--- config.mk ---
export PLATFORM = sky130hd
export DESIGN_NAME = dotl_arbiter
export DESIGN_NICKNAME = d
export VERILOG_FILES = /design/src/rtl/dotl_arbiter.sv
export SDC_FILE = /design/constraint.sdc
export NUM_CORES = 1
export LEC_CHECK = 0
export CAP_MARGIN = 25
export CORE_MARGIN = 1.5
export CORE_UTILIZATION = 35
export CTS_CLUSTER_DIAMETER = 150
export DETAILED_ROUTE_END_ITERATION = 12
export SKIP_CTS_REPAIR_TIMING = 1
export SLEW_MARGIN = 20
export SYNTH_ARGS = -nofsm -noshare
export SYNTH_HDL_FRONTEND = slang
export SYNTH_SLANG_ARGS = --single-unit
export TNS_END_PERCENT = 30
--- constraint.sdc ---
create_clock -name clk -period 2.88 [get_ports clk]
set_clock_uncertainty 0.2 [all_clocks]
set_input_delay 0.864 -clock clk [delete_from_list [all_inputs] [get_ports clk]]
set_output_delay 0.864 -clock clk [all_outputs]
set_load 0.03 [all_outputs]
--- src/rtl/dotl_arbiter.sv ---
// dotl_arbiter -- round-robin owner of a shared dice / traffic-light unit.
//
// Two level requesters (dice, traffic light) share one unit that has a mode
// select and a push button. A grant walks IDLE -> SETUP -> RUN -> CAPTURE ->
// DONE: SETUP lets the unit's mux settle with the button released, RUN holds
// the button for a mode-specific number of cycles, CAPTURE releases it and
// latches the unit result, and DONE pulses valid before releasing the grant.
//
// Ports
//   clk        rising-edge system clock
//   rst        asynchronous active-low reset
//   req_dice   level request for a dice roll
//   req_tl     level request for a traffic-light advance
//   result_in  3-bit result from the shared unit
//   sel        unit mode select (0 = dice, 1 = traffic lights)
//   button     unit button drive
//   gnt_dice   dice requester owns the unit
//   gnt_tl     traffic-light requester owns the unit
//   valid      one-cycle pulse, dout holds a completed result
//   dout       result captured at the end of the last grant
//   busy       high whenever the FSM is not in IDLE
//
// Parameters
//   DICE_RUN   button-high cycles for a dice grant (1..255, 0 acts as 1)
//   TL_RUN     button-high cycles for a traffic-light grant (1..255, 0 acts as 1)

module dotl_arbiter #(
  parameter int DICE_RUN = 8,
  parameter int TL_RUN   = 1
) (
  input  logic       clk,
  input  logic       rst,
  input  logic       req_dice,
  input  logic       req_tl,
  input  logic [2:0] result_in,
  output logic       sel,
  output logic       button,
  output logic       gnt_dice,
  output logic       gnt_tl,
  output logic       valid,
  output logic [2:0] dout,
  output logic       busy
);

  // Run lengths clamped into the 8-bit counter range; zero behaves as one.
  localparam logic [7:0] DICE_N = (DICE_RUN <= 0)   ? 8'd1   :
                                  (DICE_RUN >  255) ? 8'd255 : 8'(DICE_RUN);
  localparam logic [7:0] TL_N   = (TL_RUN   <= 0)   ? 8'd1   :
                                  (TL_RUN   >  255) ? 8'd255 : 8'(TL_RUN);

  typedef enum logic [2:0] {
    IDLE    = 3'd0,
    SETUP   = 3'd1,
    RUN     = 3'd2,
    CAPTURE = 3'd3,
    DONE    = 3'd4
  } state_t;

  state_t     state;
  logic [7:0] cnt;
  logic       last_tl;   // 1: traffic light was served most recently
  logic       any_req;
  logic       pick_tl;

  // Traffic light wins when it is the only requester, or when both request
  // and dice was the one served last.
  assign any_req = req_dice | req_tl;
  assign pick_tl = req_tl & (~req_dice | ~last_tl);

  always_ff @(posedge clk or negedge rst) begin
    if (!rst) begin
      state    <= IDLE;
      cnt      <= 8'd0;
      last_tl  <= 1'b1;
      sel      <= 1'b0;
      button   <= 1'b0;
      gnt_dice <= 1'b0;
      gnt_tl   <= 1'b0;
      valid    <= 1'b0;
      dout     <= 3'b000;
      busy     <= 1'b0;
    end else begin
      valid <= 1'b0;
      case (state)
        IDLE: begin
          if (any_req) begin
            state    <= SETUP;
            sel      <= pick_tl;
            gnt_tl   <= pick_tl;
            gnt_dice <= ~pick_tl;
            busy     <= 1'b1;
          end
        end
        SETUP: begin
          // Counter holds the remaining RUN cycles after the current one,
          // so RUN ends on the edge that sees zero.
          state  <= RUN;
          button <= 1'b1;
          cnt    <= sel ? (TL_N - 8'd1) : (DICE_N - 8'd1);
        end
        RUN: begin
          if (cnt == 8'd0) begin
            state  <= CAPTURE;
            button <= 1'b0;
          end else begin
            cnt <= cnt - 8'd1;
          end
        end
        CAPTURE: begin
          state <= DONE;
          dout  <= result_in;
          valid <= 1'b1;
        end
        DONE: begin
          state    <= IDLE;
          gnt_dice <= 1'b0;
          gnt_tl   <= 1'b0;
          busy     <= 1'b0;
          last_tl  <= sel;
        end
        default: begin
          state    <= IDLE;
          button   <= 1'b0;
          gnt_dice <= 1'b0;
          gnt_tl   <= 1'b0;
          busy     <= 1'b0;
        end
      endcase
    end
  end

endmodule

======== Yosys cells after proc, flatten, opt, wreduce, memory -nomap -nowiden ========
Index checks and enable logic that the tools add are counted.
storage, ports and cells
  register bits ........................... 21
  bits of input ports ..................... 7
  logic and storage cells ................. 51
cells by class
  add/subtract/negate cells ............... 1
  equality and inequality tests ........... 7
  mux-type cells .......................... 15
  bitwise gates (word level) .............. 8
  reduce and logical (&&, ||, !) cells .... 10
operator list
  operator                                                               count
  8-bit one-hot mux with 2 select lines                                  1
  3-bit one-hot mux with 4 select lines                                  1
  2-bit AND reduction                                                    5
  3-bit two-way mux                                                      3
  8-bit logical NOT                                                      1
  8-bit two-way mux                                                      1
  8-bit by 1-bit subtractor with 8-bit output, second input constant     1
  3-bit by 2-bit equality test with 1-bit output, second input constant  2
  2-bit != test, second input constant                                   3
  1-bit one-hot mux with 2 select lines                                  3
  3-bit OR reduction                                                     2
  1-bit two-way mux                                                      5
  1-bit NOT                                                              5
  3-bit by 1-bit equality test with 1-bit output, second input constant  1
  3-bit equality test, second input constant                             1
  3-bit logical NOT                                                      1
  1-bit one-hot mux with 3 select lines                                  1
  1-bit OR                                                               2
  2-bit nonzero test                                                     1
  1-bit AND                                                              1

======== Longest topological paths before layout ========
Gate-level depths: netlist of the first run.
  word-level depth ........................ 6
  gate-level depth with buffers ........... 6
  depth with buffers taken out ............ 6

======== Least setup slack after synthesis of the first run ========
No wires, ideal clock.
  kind .................................... input port to flip-flop
  start point ............................. input req_tl
  end point ............................... register gnt_dice
  setup time .............................. 0.119 ns
  arrival ................................. 1.505 ns
  required time ........................... 2.561 ns
  slack ................................... 1.056 ns
  stages .................................. 3
  path buffers ............................ 0
  cell sequence ........................... o21ai_0 > mux2i_1 > nor2_1
between the ends
  longest elaborated chain between the ends .. 4
  elaborated cells between the ends (all ways) .. 7
ends and longest elaborated chain
  what                                   line  text
  start: declaration                     34    input logic req_tl,
  1-bit AND                              68    assign pick_tl = req_tl & (~req_dice | ~last_tl);
  1-bit NOT                              90    gnt_dice <= ~pick_tl;
  1-bit two-way mux                      86    if (any_req) begin
  1-bit one-hot mux with 2 select lines  84    case (state)
  end signal: assignment                 90
  end: declaration                       38    output logic gnt_dice,
Parallel ways exist; a longest one is shown, timed or not. The select of a mux whose other input is x is not followed.
A chain may end at the register's enable or synchronous reset.

======== Final worst setup path of the first run ========
  start point ............................. register sel
  end point ............................... output sel
RTL lines
  what                      line  text
  start: declaration        36    output logic sel,
  start signal: assignment  88    sel <= pick_tl;
No word-level cell between the ends.

==> results.py, run 1 <==
metrics = {
    "outcome": {
        "status": "finished, final reports clean",
    },
    "clock_tree": {
        "cts_tree": "yes",
        "cts.clk_slew.worst_paths_ns": 0.11,
        "clock_latency_ns": 0.31,
        "clock_sinks": 21,
        "cts_buffers": 3,
        "cts-root-buf": "clkbuf_4",
        "cts_max_level": 1,
        "clock_tree.buffer_depth": 2,
    },
    "cells_and_area": {
        "multi_input_area_um2": 434,
        "final_common_cell": "dfrtp_1",
        "seq_area_um2": 527,
        "final_layout_size_suffix_gt1_share_pct": 14.0,
        "final_util_pct": 44.2,
        "final_cell_mix": "20 x dfrtp_1, 15 x clkdlybuf4s50_1, 9 x nor2_1, 6 x nand2_1, 6 x o21ai_0",
        "num-nets-final": 116,
        "num-fill-cells": 289,
        "area_growth_syn_to_layout_pct": 21.4,
        "antenna_cells": 0,
    },
    "timing": {
        "rsz0062_at_grt": "false",
        "setup_tns_ns": 0,
        "final.period_utilization_pct": 88.1,
        "holdWs_ns": 0.312,
        "fin_crit_ns": 2.54,
        "maxSlewHeadroom_pct": 60.9,
        "fmax_ghz": 0.394,
        "finalHoldViolCount": 0,
        "slew_violations": 0,
        "tightest_slew_ns": 0.581,
        "setup_violations": 0,
    },
    "synthesis": {
        "seq_area_frac_synth_pct": 53.4,
        "syn_nets": 97,
        "synthArstFlopShare_pct": 100,
        "synth-edff-count": 0,
        "syn_avg_cell_area_um2": 11.1,
        "synth.area.top_cells": "dfrtp_1 51%, mux2_2 4.6%, mux2i_1 4.1%",
        "ys_ff_latch": 21,
        "ys_types": 34,
        "syn_area_um2": 987,
        "synthCells": 89,
        "synth_ff_type": "dfrtp_1",
        "synth_top_area_share_pct": 50.7,
        "yosys_warnings": 0,
        "synth_top_area_cell": "dfrtp_1",
    },
    "placed_design": {
        "dp_hpwl_mm": 1.43,
        "io_buffer_count": 15,
        "routabilityCongestion": 0.726,
    },
    "pwr": {
        "p_per_area_nw_per_um2": 1140,
        "peakVddDrop_mv": 0.558,
        "power_leakage_nw": 0.527,
        "finalPower_mw": 1.37,
    },
    "setup_path": {
        "worstPathMaxFanout": 6,
        "worstPathCellList": "clkdlybuf4s50_1",
        "crit_buf_inv": 1,
        "required_ns": 1.82,
        "cp_top_family": "buffers and inverters",
        "crit_cells": 1,
        "r2r_end": "cnt[1]",
        "worstRegToRegCells": 5,
        "r2r-start": "cnt[0]",
        "worstSetupPathType": "flop to output port",
        "crit_start": "sel",
        "worst_setup_path_end_kind": "output port",
        "cp.arrival_ns": 1.47,
        "r2r_setup_slack_ns": 0.96,
        "slowest_stage": "clkdlybuf4s50_1",
        "crit_end": "sel",
        "crit_path_max_incr_delay_ns": 0.71,
        "cp-start-kind": "flop",
    },
    "floorplan": {
        "num_rows": 19,
        "fp.dieH_um": 56.1,
        "core_um2": 2710,
        "die-area_um2": 3150,
        "start_util_pct": 36.4,
        "io_pins": 16,
        "die_w_um": 56.1,
    },
    "routing": {
        "firstDrtPassIters": 2,
        "ant_nets": 0,
        "drt_iter0_drc": 8,
        "drt-vias-per-instance": 5.18,
        "vias": 715,
        "drt-wirelength-per-cell_um": 13.8,
        "drc": 0,
        "totalWireLength_mm": 1.91,
    },
    "global_routing": {
        "antenna_found_initial": 0,
        "grt_max_degree": 14,
        "overflow": 0,
        "grt_pass1_vias": 748,
        "grt_pass1_wl_mm": 3.44,
        "track_usage_pct": 14.1,
    },
    "min_path": {
        "hold_path.class": "flop to flop",
    },
    "run": {
        "drv_cap": 0,
    },
}
-- how the worst min path moves through the flow --
| stage | end | slack, ns | cells after the start | from |
|---|---|---|---|---|
| floorplan | cnt[4] | 0.27 | 1 | cnt[4] |
| global placement | cnt[4] | 0.29 | 1 | cnt[4] |
| detailed placement | dout[2] | 0.30 | 1 | dout[2] |
| CTS | cnt[4] | 0.32 | 1 | cnt[4] |
| global route | cnt[4] | 0.34 | 1 | cnt[4] |
| finish | cnt[4] | 0.31 | 1 | cnt[4] |
-- synth_stat cells, drive strengths merged (2+ instances only) --
master  number
nor2b        2
mux2i        4
o21ai        6
inv          4
nor3         2
mux2         4
dfrtp       20
nor2        10
nand2b       3
and2         2
a21oi        3
nand2        6
nand3        4
-- stage by stage --
step	cells	instance area [um^2]	setup WS, ns
after floorplan	89	987	1.06
after global placement	134	1170	0.515
after detailed placement	134	1170	0.374
after CTS	138	1200	0.313
after global routing	138	1200	0.252
final	138	1200	0.343
-- kinds of logic (layout without fill, tap and decap cells) --
group | after synthesis | in the layout | share of synthesized area, %
mux | 8 | 8 | 8.62
flops | 21 | 21 | 53.4
simple gates | 36 | 36 | 21.3
compound gates | 17 | 17 | 12.8
fa+ha+maj | 1 | 1 | 1.27
buf+inv | 6 | 24 | 2.66
-- layer usage --
layer	GRT usage, %	routed length (um)
met4	6.12	13
met5	0	0
met3	3.26	50
met1	19.0	923
met2	21.7	918
-- final cells by class --
type	instances	area share, %
Clock buffer	4	2.19
Inverter	4	1.25
Multi-Input combinational cell	62	36.2
Sequential cell	21	43.9
Tap cell	31	3.24
Timing Repair Buffer	16	13.2
-- report_power, final --
| group | internal (mW) | switching [mW] |
|---|---|---|
| clock network | 0.0540 | 0.0925 |
| registers | 0.424 | 0.125 |
| logic | 0.310 | 0.360 |
-- registers in the layout (all words and copies together), names as in the netlist --
register	flops
cnt	8
dout	3
state	3
busy	1
button	1
gnt_dice	1
gnt_tl	1
last_tl	1
sel	1
valid	1
Note: power is estimated with default switching activity, not from simulation.
==> inputs of run 2 (changes only) <==
--- a/config.mk
+++ b/config.mk
@@ -5,8 +5,8 @@
 export SDC_FILE = /design/constraint.sdc
 export NUM_CORES = 1
 export LEC_CHECK = 0
-export CAP_MARGIN = 25
-export CORE_MARGIN = 1.5
+export CAP_MARGIN = 10
+export CORE_MARGIN = 3
 export CORE_UTILIZATION = 35
 export CTS_CLUSTER_DIAMETER = 150
 export DETAILED_ROUTE_END_ITERATION = 12
==> constraint.sdc (replaced) <==
create_clock -name clk -period 3.3 [get_ports clk]
set_clock_uncertainty 0.2 [all_clocks]
set_input_delay 0.99 -clock clk [delete_from_list [all_inputs] [get_ports clk]]
set_output_delay 0.99 -clock clk [all_outputs]
set_load 0.03 [all_outputs]
==> results.py, run 2 (same netlist as run 1, synthesis figures left out) <==
metrics = {
    "cells_and_area": {
        "stdcell_count": 137,
        "area_growth_syn_to_layout_pct": 21.3,
        "regMostFlops": "cnt",
        "num-nets-final": 116,
        "final_cell_mix": "20 x dfrtp_1, 15 x clkdlybuf4s50_1, 9 x nor2_1, 6 x nand2_1, 6 x o21ai_0",
        "multi_input_area_um2": 434,
        "antenna_cells": 0,
        "largest_registers": "cnt: 8 flops, dout: 3 flops, state: 3 flops",
        "seq_area_um2": 527,
        "num-fill-cells": 262,
        "final_common_cell": "dfrtp_1",
        "largest_reg_flops": 8,
        "final_layout_size_suffix_gt1_share_pct": 14.0,
    },
    "routing": {
        "drc": 0,
        "firstDrtPassIters": 4,
        "drt_iter0_drc": 10,
        "vias": 719,
        "drt-wirelength-per-cell_um": 12.4,
        "drt-vias-per-instance": 5.25,
        "totalWireLength_mm": 1.70,
        "ant_nets": 0,
    },
    "pwr": {
        "power_leakage_nw": 0.527,
        "finalPower_mw": 1.18,
        "p_per_area_nw_per_um2": 981,
        "peakVddDrop_mv": 0.429,
    },
    "floorplan": {
        "num_rows": 18,
        "core_um2": 2570,
        "start_util_pct": 38.5,
        "io_pins": 16,
        "fp.dieH_um": 59.1,
        "die_w_um": 59.1,
        "die-area_um2": 3490,
    },
    "clock_tree": {
        "cts_tree": "yes",
        "cts-root-buf": "clkbuf_4",
        "cts_max_level": 1,
        "clock_latency_ns": 0.29,
        "cts.clk_slew.worst_paths_ns": 0.11,
        "clock_tree.buffer_depth": 2,
        "clock_sinks": 21,
        "cts_buffers": 3,
    },
    "setup_path": {
        "crit_buf_inv": 1,
        "crit_cells": 1,
        "cp_top_family": "buffers and inverters",
        "crit_path_max_incr_delay_ns": 0.71,
        "cp-start-kind": "flop",
        "slowest_stage": "clkdlybuf4s50_1",
        "crit_start": "sel",
        "cp.arrival_ns": 1.46,
        "required_ns": 2.11,
        "worstRegToRegCells": 5,
        "worstSetupPathType": "flop to output port",
        "r2r_setup_slack_ns": 1.36,
        "worstPathMaxFanout": 6,
        "r2r_end": "cnt[1]",
        "worstPathCellList": "clkdlybuf4s50_1",
        "r2r-start": "cnt[0]",
        "worst_setup_path_end_kind": "output port",
    },
    "global_routing": {
        "grt_util_met2_pct": 16.6,
        "grt_pass1_wl_mm": 3.06,
        "grt_use_met1_pct": 16.7,
        "top_usage_layer": "met1",
        "antenna_found_initial": 0,
        "track_usage_pct": 11.3,
        "grt_pass1_vias": 699,
        "grt_max_degree": 14,
        "overflow": 0,
        "use_met3_pct": 2.40,
    },
    "timing": {
        "setup_violations": 0,
        "fin_crit_ns": 2.65,
        "maxSlewHeadroom_pct": 60.4,
        "tightest_slew_ns": 0.593,
        "finalHoldViolCount": 0,
        "finalWorstSetupSlack_ns": 0.653,
        "final.period_utilization_pct": 80.2,
        "fmax_ghz": 0.378,
        "slew_violations": 0,
        "setup_tns_ns": 0,
        "rsz0062_at_grt": "false",
    },
    "placed_design": {
        "routabilityCongestion": 0.693,
        "place_ws_ns": 0.748,
        "io_buffer_count": 15,
        "dp.cells": 133,
        "dp_hpwl_mm": 1.29,
    },
    "run": {
        "drv_cap": 0,
    },
    "min_path": {
        "hold_path.class": "flop to flop",
        "whs_path_depth": 1,
        "hold-path-endpoint": "cnt[4]",
        "worstHoldStart": "cnt[4]",
    },
    "outcome": {
        "status": "finished, final reports clean",
    },
}
[run 2: area by class of cell]
type | instances | area share [%]
Tap cell | 30 | 3.13
Sequential cell | 21 | 44.0
Clock buffer | 4 | 2.19
Inverter | 4 | 1.25
Timing Repair Buffer | 16 | 13.2
Multi-Input combinational cell | 62 | 36.3
[run 2: metrics by stage]
stage	utilization, %	instance area, um^2	hold WS (ns)
CTS	46.6	1200	0.307
global placement	45.6	1170	0.286
global route	46.6	1200	0.344
floorplan	-	987	0.265
finish	46.6	1200	0.302
detailed placement	45.6	1170	0.289
[run 2: worst max-delay path by stage]
| stage | end | slack (ns) |
|---|---|---|
| after floorplan | gnt_dice | 1.35 |
| after global placement | gnt_dice | 0.80 |
| after detailed placement | gnt_dice | 0.75 |
| after CTS | sel | 0.62 |
| after global routing | sel | 0.58 |
| final | sel | 0.65 |
[run 2: layer usage]
metal / up-vias / share of wire, %
li1: 355 / -
met4: 0 / 0
met3: 0 / 5.1
met2: 16 / 46
met1: 348 / 49
met5: - / 0
[run 2: power by group]
| group | internal, mW | switching, mW |
|---|---|---|
| clock | 0.0470 | 0.0724 |
| combinational | 0.270 | 0.310 |
| sequential | 0.370 | 0.105 |
==> inputs of run 3 (changes only) <==
==> constraint.sdc (replaced) <==
create_clock -name clk -period 2.7 [get_ports clk]
set_clock_uncertainty 0.2 [all_clocks]
set_input_delay 0.81 -clock clk [delete_from_list [all_inputs] [get_ports clk]]
set_output_delay 0.81 -clock clk [all_outputs]
set_load 0.03 [all_outputs]
==> results.py, run 3 (same netlist as run 1, synthesis figures left out) <==
metrics = {
    "clock_tree": {
        "clock_tree.buffer_depth": 2,
        "cts-root-buf": "clkbuf_4",
        "cts_buffers": 3,
        "cts.clk_slew.worst_paths_ns": 0.13,
        "clock_sinks": 21,
        "cts_tree": "yes",
        "cts_max_level": 1,
        "clock_latency_ns": 0.31,
    },
    "placed_design": {
        "dp_hpwl_mm": 1.27,
        "routabilityCongestion": 0.690,
        "dp.cells": 133,
        "place_area_um2": 1170,
        "io_buffer_count": 15,
    },
    "timing": {
        "setup_violations": 0,
        "slew_violations": 0,
        "maxSlewHeadroom_pct": 63.7,
        "setup_tns_ns": 0,
        "finalHoldViolCount": 0,
        "fin_crit_ns": 2.49,
        "rsz0062_at_grt": "false",
        "final.period_utilization_pct": 92.4,
        "fmax_ghz": 0.401,
        "tightest_slew_ns": 0.539,
    },
    "setup_path": {
        "cp.arrival_ns": 1.48,
        "worstPathMaxFanout": 6,
        "worstPathCellList": "clkdlybuf4s50_1",
        "crit_buf_inv": 1,
        "slowest_stage": "clkdlybuf4s50_1",
        "cp_top_family": "buffers and inverters",
        "worst_setup_path_end_kind": "output port",
        "cp-start-kind": "flop",
        "crit_path_max_incr_delay_ns": 0.71,
        "worstSetupPathType": "flop to output port",
        "required_ns": 1.69,
    },
    "cells_and_area": {
        "final_layout_size_suffix_gt1_share_pct": 15.0,
        "stdcell_count": 137,
        "area_growth_syn_to_layout_pct": 21.7,
        "final_common_cell": "dfrtp_1",
        "largest_registers": "cnt: 8 flops, dout: 3 flops, state: 3 flops",
        "antenna_cells": 0,
        "num-nets-final": 116,
        "final_cell_mix": "20 x dfrtp_1, 15 x clkdlybuf4s50_1, 9 x nor2_1, 6 x nand2_1, 6 x o21ai_0",
        "stdcell_area_um2": 1200,
        "largest_reg_flops": 8,
        "regMostFlops": "cnt",
    },
    "pwr": {
        "power_leakage_nw": 0.526,
        "p_int_uw": 839,
        "peakVddDrop_mv": 0.619,
        "switching_power_uw": 609,
        "p_per_area_nw_per_um2": 1210,
        "swShare_pct": 42.1,
        "pwr-share-clk_pct": 11.1,
        "seq_power_share_pct": 40.1,
        "pwr-share-comb_pct": 48.8,
    },
    "global_routing": {
        "overflow": 0,
        "grt_max_degree": 22,
        "track_usage_pct": 11.0,
        "antenna_found_initial": 0,
        "grt_pass1_vias": 647,
        "grt_pass1_wl_mm": 2.94,
    },
    "routing": {
        "drt-wirelength-per-cell_um": 12.8,
        "vias": 714,
        "drc": 0,
        "firstDrtPassIters": 2,
        "totalWireLength_mm": 1.75,
        "drt-vias-per-instance": 5.21,
        "drt_iter0_drc": 7,
        "ant_nets": 0,
    },
    "floorplan": {
        "die_w_um": 59.1,
        "fp.dieH_um": 59.1,
        "core_um2": 2570,
        "io_pins": 16,
        "die-area_um2": 3490,
        "start_util_pct": 38.5,
        "num_rows": 18,
    },
    "run": {
        "drv_cap": 0,
    },
    "min_path": {
        "hold_path.class": "flop to flop",
    },
    "outcome": {
        "status": "finished, final reports clean",
    },
}
-- run 3: cell types whose count changed in the layout (fill, tap and decap cells not counted) --
cell / before / now
clkinvlp_4: 0 / 1
clkbuf_1: 1 / 0
-- run 3: cell type report --
cell class | instances | area, um^2
fill | 255 | 1370
timing repair buffer | 16 | 158
multi-input combinational | 62 | 434
inverter | 4 | 15.0
tap | 30 | 37.5
sequential | 21 | 527
clock inverter | 1 | 7.51
clock buffer | 3 | 22.5
-- run 3: final timing paths --
check	start	endpoint	slack, ns	cells after the start
worst max-delay path	sel	sel	0.21	1
worst min-delay path	cnt[4]	cnt[4]	0.31	1
worst max register to register	cnt[0]	cnt[1]	0.76	5
worst min register to register	cnt[4]	cnt[4]	0.31	1
max in group asynchronous	rst	last_tl	1.41	2
min in group asynchronous	rst	cnt[1]	0.62	2
-- run 3: worst reg2reg max path, cell delays in order (launching register included) --
cell,delay (ns)
dfrtp_1,0.43
inv_1,0.07
ha_1,0.27
nor4b_2,0.35
a21boi_4,0.15
a221o_1,0.37
-- run 3: through the flow --
stage               worst slack, ns  hold WS, ns  power (mW)  util (%)
floorplan                     0.930        0.265        1.08         -
global placement              0.383        0.282        1.29      45.6
detailed placement            0.329        0.295        1.31      45.6
CTS                           0.178        0.315        1.47      46.8
global route                  0.105        0.326        1.56      46.8
finish                        0.206        0.308        1.45      46.8
-- run 3: power groups by stage --
stage / Clock (mW) / Sequential, mW / Combinational (mW)
2_1_floorplan: 0 / 0.680 / 0.397
3_3_place_gp: 0 / 0.586 / 0.706
3_5_place_dp: 0 / 0.590 / 0.716
4_1_cts: 0.172 / 0.583 / 0.719
5_1_grt: 0.183 / 0.604 / 0.772
6_report: 0.161 / 0.580 / 0.707
-- run 3: layer usage --
layer  up-vias  track usage, %  part of all wire, %
met1       343            14.8                   49
met4         0            1.94                 0.74
met3         2            4.79                  4.8
met2        13            16.7                   45
met5         -               0                    0
li1        356               -                    -
